[src/rtl/prog_loader_pkg.sv]
// Shared types and constants for the instruction-image loader.
// Frame: LEN_HI, LEN_LO, N x (HI, LO), CHK (XOR of all preceding bytes).
package prog_loader_pkg;

    localparam int ADDR_W_DEF = 10;
    localparam int DATA_W_DEF = 16;
    localparam int BYTE_W     = 8;
    localparam int LEN_MAX    = 1024;

    typedef enum logic [2:0] {
        S_IDLE,
        S_LEN_HI,
        S_LEN_LO,
        S_DATA_HI,
        S_DATA_LO,
        S_CHECK,
        S_DONE,
        S_ERR
    } state_t;

endpackage

[src/rtl/prog_loader.sv]
// Streams a length/payload/checksum framed image into instruction memory and
// holds the core until a checksum-verified image is in place.
module prog_loader
    import prog_loader_pkg::*;
#(
    parameter int ADDR_W = ADDR_W_DEF,
    parameter int DATA_W = DATA_W_DEF
) (
    input  logic              clk,
    input  logic              rst,
    input  logic              start,
    input  logic              in_valid,
    input  logic [BYTE_W-1:0] in_byte,
    output logic              in_ready,
    output logic              mem_we,
    output logic [ADDR_W-1:0] mem_adr,
    output logic [DATA_W-1:0] mem_wdata,
    output logic              busy,
    output logic              done,
    output logic              err,
    output logic              core_hold
);

    localparam logic [ADDR_W:0] CNT_ONE = {{ADDR_W{1'b0}}, 1'b1};

    state_t              r_state;
    state_t              w_next;
    logic                w_rdy;
    logic                w_acc;
    logic                w_start_ok;
    logic                w_wr;
    logic [15:0]         w_len16;
    logic [ADDR_W:0]     w_cnt_inc;
    logic [DATA_W-1:0]   w_word;

    logic [BYTE_W-1:0]   r_len_hi;
    logic [ADDR_W:0]     r_len;
    logic [ADDR_W:0]     r_cnt;
    logic [BYTE_W-1:0]   r_hi;
    logic [BYTE_W-1:0]   r_xor;
    logic                r_mem_we;
    logic [ADDR_W-1:0]   r_mem_adr;
    logic [DATA_W-1:0]   r_mem_wdata;

    assign w_len16   = {r_len_hi, in_byte};
    assign w_cnt_inc = r_cnt + CNT_ONE;
    assign w_word    = {r_hi, in_byte};

    always_comb begin
        w_next     = r_state;
        w_rdy      = 1'b0;
        w_start_ok = 1'b0;
        case (r_state)
            S_IDLE, S_DONE, S_ERR: begin
                w_start_ok = start;
                if (start) w_next = S_LEN_HI;
            end
            S_LEN_HI: begin
                w_rdy = 1'b1;
                if (in_valid) w_next = S_LEN_LO;
            end
            S_LEN_LO: begin
                w_rdy = 1'b1;
                if (in_valid) begin
                    if (w_len16 > 16'(LEN_MAX))  w_next = S_ERR;
                    else if (w_len16 == 16'd0)   w_next = S_CHECK;
                    else                          w_next = S_DATA_HI;
                end
            end
            S_DATA_HI: begin
                w_rdy = 1'b1;
                if (in_valid) w_next = S_DATA_LO;
            end
            S_DATA_LO: begin
                w_rdy = 1'b1;
                if (in_valid) w_next = (w_cnt_inc == r_len) ? S_CHECK : S_DATA_HI;
            end
            S_CHECK: begin
                w_rdy = 1'b1;
                if (in_valid) w_next = (in_byte == r_xor) ? S_DONE : S_ERR;
            end
            default: w_next = S_IDLE;
        endcase
    end

    assign w_acc = in_valid & w_rdy;
    assign w_wr  = w_acc & (r_state == S_DATA_LO);

    always_ff @(posedge clk or posedge rst) begin
        if (rst) r_state <= S_IDLE;
        else     r_state <= w_next;
    end

    always_ff @(posedge clk or posedge rst) begin
        if (rst) begin
            r_len_hi    <= '0;
            r_len       <= '0;
            r_cnt       <= '0;
            r_hi        <= '0;
            r_xor       <= '0;
            r_mem_we    <= 1'b0;
            r_mem_adr   <= '0;
            r_mem_wdata <= '0;
        end else begin
            r_mem_we <= w_wr;
            if (w_start_ok) begin
                r_xor <= '0;
                r_cnt <= '0;
            end else if (w_acc && r_state != S_CHECK) begin
                r_xor <= r_xor ^ in_byte;
            end
            if (w_acc && r_state == S_LEN_HI)  r_len_hi <= in_byte;
            // Only loaded when in range, so the truncation to the counter width is exact.
            if (w_acc && r_state == S_LEN_LO)  r_len <= w_len16[ADDR_W:0];
            if (w_acc && r_state == S_DATA_HI) r_hi <= in_byte;
            if (w_wr) begin
                r_mem_adr   <= r_cnt[ADDR_W-1:0];
                r_mem_wdata <= w_word;
                r_cnt       <= w_cnt_inc;
            end
        end
    end

    assign in_ready  = w_rdy;
    assign busy      = w_rdy;
    assign mem_we    = r_mem_we;
    assign mem_adr   = r_mem_adr;
    assign mem_wdata = r_mem_wdata;
    assign done      = (r_state == S_DONE);
    assign err       = (r_state == S_ERR);
    assign core_hold = (r_state != S_DONE);

endmodule

[config.mk]
export PLATFORM = sky130hd
export DESIGN_NAME = prog_loader
export DESIGN_NICKNAME = d
export VERILOG_FILES = /design/src/rtl/prog_loader_pkg.sv /design/src/rtl/prog_loader.sv
export SDC_FILE = /design/constraint.sdc
export NUM_CORES = 1
export LEC_CHECK = 0
export CORE_MARGIN = 2
export CORE_UTILIZATION = 60
export DETAILED_ROUTE_END_ITERATION = 10
export GPL_TIMING_DRIVEN = 0
export PLACE_DENSITY = 0.95
export SETUP_SLACK_MARGIN = 0.15
export SLEW_MARGIN = 20
export SYNTH_ARGS = -nofsm -noshare
export SYNTH_HDL_FRONTEND = slang
export SYNTH_SLANG_ARGS = --single-unit
[constraint.sdc]
create_clock -name clk -period 6.6 [get_ports clk]
set_input_delay 1.98 -clock clk [delete_from_list [all_inputs] [get_ports clk]]
set_output_delay 1.98 -clock clk [all_outputs]
set_load 0.03 [all_outputs]
# [After elaboration in Yosys (flattened, before gate mapping)]
# Index checks and enable logic that the tools add are counted.
[op_classes] add_sub_neg=1 mul=0 n_div=0 n_lt_le_gt_ge=1 eq_ne=17 shifts=0 mux=17 bitwise_logic=3 n_reduce_logical=11
[ops] cell="two-way mux 3 bit" n=9
[ops] cell="two-way mux 11 bit" n=2
[ops] cell="one-hot mux 3 bit (6 select lines)" n=1
[ops] cell="greater-than comparator 16 x 11 -> 1 bit (second input constant)" n=1
[ops] cell="zero test 16 bit" n=1
[ops] cell="two-way mux 8 bit" n=2
[ops] cell="equality test 3 bit (second input constant)" n=4
[ops] cell="!= test 2 bit (second input constant)" n=6
[ops] cell="adder 11 x 1 -> 11 bit (second input constant)" n=1
[ops] cell="equality test 11 bit" n=1
[ops] cell="equality test 8 bit" n=1
[ops] cell="bitwise XOR 8 bit" n=1
[ops] cell="equality test 3 x 2 -> 1 bit (second input constant)" n=2
[ops] cell="!= test 3 bit (second input constant)" n=2
[ops] cell="AND reduction 6 bit" n=1
[ops] cell="OR reduction 5 bit" n=1
[ops] cell="logical AND 1 bit" n=4
[ops] cell="nonzero test 2 bit" n=2
[ops] cell="equality test 3 x 1 -> 1 bit (second input constant)" n=1
[ops] cell="zero test 3 bit" n=1
[ops] cell="two-way mux 1 bit" n=3
[ops] cell="OR reduction 3 bit" n=1
[ops] cell="AND 1 bit" n=2
[word_totals] ff_bits=76 latchBits=0 ram_bits=0 mem_bits_ro=0 in_bits=12 output_inout_bits=32 word_cells=59 mem_count=0

# [Logic depth before layout (Yosys ltp)]
[depth] word_depth=7 depth_mapped=8 depth_no_buf=7

# [Worst setup path after synthesis]
# Ideal clock, no wire load.
[synth_path] path_kind="register to output" startpoint="register r_state[2]" endpoint="output port in_ready" t_arrival_ns=1.491 required_time_ns=4.620 slack_ns=3.129 path_stages_with_launch=5 path_buffers=2 path_cell_list="dfrtp_1 > clkbuf_1 > nor3_1 > a21oi_1 > buf_4"
[synth_between] elab_chain_len=3 elab_cells_between_ends=7 cone_classes="eq/ne (5); mux (1); reduce/logical (1)"
[synth_lines] item="start: declaration" line="prog_loader.sv:26" text="state_t r_state;"
[synth_lines] item="start signal: assignment" line="prog_loader.sv:91" text="else r_state <= w_next;"
[synth_lines] item="equality test 3 bit, or another cell as far along" line="prog_loader.sv:53" text="case (r_state)"
[synth_lines] item="OR reduction 5 bit (no line) *"
[synth_lines] item="two-way mux 1 bit *" line="prog_loader.sv:53"
[synth_lines] item="end: declaration" line="prog_loader.sv:14" text="output logic in_ready,"
# Mark *: on every way between the ends. The rest lies on a longest branch, timed or not.

# [Final worst setup path]
[layout_path] startpoint="register r_state[2]" endpoint="output port done"
[layout_between] elab_chain_len=1
[layout_lines] item="equality test 3 bit" line="prog_loader.sv:129" text="assign done = (r_state == S_DONE);"
[layout_lines] item="end: declaration" line="prog_loader.sv:19" text="output logic done,"
# Every way passes these cells.

==> metrics <==
vias per inst between 5 and 6; Post-synth ARST share 100%; number of diodes 0; postcts setup bufs 0; Max stage delay cell, worst path clkdlybuf4s50_1; quantity of gates resized following cts 0; Setup-failing EPs final 0; final setup TNS 0 ns; register area share after synthesis around 53%; first-pass GRT wire length between 10 and 15 mm; fmax 236 MHz; FP Rows 28; switching part of the total about two fifths; CP cell instances clkbuf_1, inv_1, or3_1, inv_1, clkdlybuf4s50_1; global-route usage over all layers ~28%; fin crit share 64.2%; CTS clk-pin slew, worst paths 0.07 ns; VDD IR-drop max 0.000294 V; Power Density 449 nW/um2; RR Startpoint r_state[0]$_DFFE_PP0P_; Clock Skew between 0.008 and 0.009 ns; Overflow after GRT 0; CTS Buf Count 9; Hold WS approximately 0.48 ns; Ports 44; initial antenna violation count 0; Slew Viols, Final 0; #FFs+latches synth between 70 and 80; CTS tree built; HPWL Detailed roughly 6.0 mm; nets@finish around 450; DRT Pass-1 Iters 5; WP buf/inv 4; Most common cell on crit path inv_1; gp weighted congestion 0.892; fin crit period ~4.2 ns; dpl cells 497; synthesized area 3570 um2; Combinational Power Share approximately 40%; CTS Buffer Depth 2; reg2reg path depth 7; CTS sink count 76; Leakage 0.00193 uW; Hold Buf Count CTS 0; Buffers on Ports slightly above 40; core area between 5000 and 6000 um2; final antenna-violating net count 0; Crit. End Element output pin; Clock Latency Late Sink 0.36 ns; WHS Path Cells 2; H-tree depth 3; sequential share of power 39.1%; top cells by count, synth nand2_1 (84), dfrtp_1 (76), o21ai_0 (49); RSZ-0062 raised after global routing false; Setup CP Type flop to output pin; Non-Filler Instances 513; DRC viols 0; Worst-Margin Slew roughly 0.54 ns; Post-synth EDFFs 0; Most used DFF post-synth dfrtp_1; hold wc startpoint mem_adr[9]$_DFFE_PP0P_; Cell variety after synth 37; clock power share 20.7%; Critical Path Start r_state[2]$_DFFE_PP0P_; Int Pwr 1200 uW; Synth Instances 380; DRT iter0 DRCs 305; Yosys top cell by area dfrtp_1; CP max FO 9; most common cell in the netlist nand2_1; max-cap viol count 0; die height roughly 80 um; Worst Hold Class flop to flop; vias 3,045; largest net degree at the start of global routing 61; delay-heaviest family, CP buffers and inverters; Routed WL between 8 and 9 mm; status finished, final reports clean; Initial Util just over 60%; CTS Root Cell clkbuf_8; die width 81.2 um; Largest stage delay, worst path approximately 0.66 ns; tightest slew margin relative to the limit 62.8%; crit start category flop; Area contributors post-synth dfrtp_1 (53%), nand2_1 (8.8%), mux2_2 (6.9%); vias in the first global route 2,948; WL/cell approximately 17 um; fraction of layout instances using a drive strength above 1 a little under an eighth; final hold viol count 0; Crit path depth 5; switching pwr ~750 uW; full die area 6590 um2; share of the synthesized area in the top cell type a little over half; Area growth syn-to-layout 21.3%; net count after synthesis roughly 390; Worst Path Arrival ~2.3 ns; Synthesis Warnings 0; Syn Area/Cell about 9.4 um2; WP data required roughly 4.6 ns
==> cell families (layout without fill, tap and decap cells) <==
family	Yosys count	count (layout)	share of synthesized area, %
mux	22	22	6.93
flops	76	76	53.2
buf+inv	36	94	4.13
xor+xnor	17	17	4.17
compound gates	69	69	11.1
simple gates	159	159	20.1
fa+ha+maj	1	1	0.350
==> routing by layer <==
layer	vias up	GRT usage, %	wire length, um
met4	0	15.4	179
met2	138	48.4	4460
met5	-	0	0
met3	19	4.33	498
met1	1486	35.0	3500
li1	1402	-	-
==> layout by cell type (no fill, tap or decap), types with 2 or more instances in the layout <==
cell type,instances
nand2_1,84
o2111ai_1,2
bufinv_16,2
a2111oi_0,2
clkinv_4,2
buf_4,2
mux2_2,22
nand3_1,9
nor2_1,27
xor2_1,4
nand2b_1,8
a21oi_1,4
nor2b_1,3
and3_1,5
clkdlybuf4s50_1,41
or4_1,2
o31ai_1,5
xnor2_1,13
inv_1,14
dfrtp_1,76
nor4_1,5
nor3_1,3
o21ai_0,49
nand4_1,4
buf_2,4
clkbuf_8,10
clkbuf_1,15
a31oi_1,2
or3_1,4
==> worst register-to-register path, cell delays in order, from the launching register on <==
cell and delay (ns):
dfrtp_1 0.39, clkbuf_1 0.31, nor2b_1 0.33, o21ai_0 0.21, a2111oi_0 0.54, nand3_1 0.19, a31oi_1 0.20, o21ai_0 0.10
==> worst paths after layout <==
path | slack, ns | to
max in group asynchronous | 4.15 | r_state[0]$_DFFE_PP0P_
worst min register to register | 0.48 | mem_adr[9]$_DFFE_PP0P_
worst max-delay path | 2.36 | done
min in group asynchronous | 1.90 | mem_adr[0]$_DFFE_PP0P_
worst max register to register | 4.19 | r_state[0]$_DFFE_PP0P_
worst min-delay path | 0.48 | mem_adr[9]$_DFFE_PP0P_
==> registers in the layout (all words and copies together) (netlist names) <==
name	flops
mem_we	1
r_cnt	11
mem_wdata	16
r_hi	8
r_state	3
r_xor	8
mem_adr	10
r_len_hi	8
r_len	11
==> power by group through the flow <==
stage                     clock (uW)  combinational (uW)  sequential (uW)
after floorplan                    0                 424              833
after detailed placement           0                 776              761
after global routing             424                 843              774
final                            402                 783              760
after CTS                        402                 779              755
after global placement             0                 731              748
==> metrics by stage <==
stage                     utilization [%]  total power, uW  instance area, um2  worst slack (ns)
final                                74.1             1940                4330              2.36
after global routing                 74.1             2040                4330              2.21
after CTS                            74.1             1940                4330              2.37
after detailed placement             70.2             1540                4110              2.45
after global placement               69.7             1480                4080              1.57
after floorplan                         -             1260                3570              2.68
==> area by class of cell <==
type | instances | area, um2
clock inverters | 5 | 85.1
repair buffers | 42 | 438
plain buffers | 21 | 91.3
well taps | 75 | 93.8
flip-flops and latches | 76 | 1900
multi-input cells | 268 | 1520
inverters | 15 | 58.8
clock buffers | 11 | 141
fillers | 378 | 1520
(Power assumes the default switching activity.)
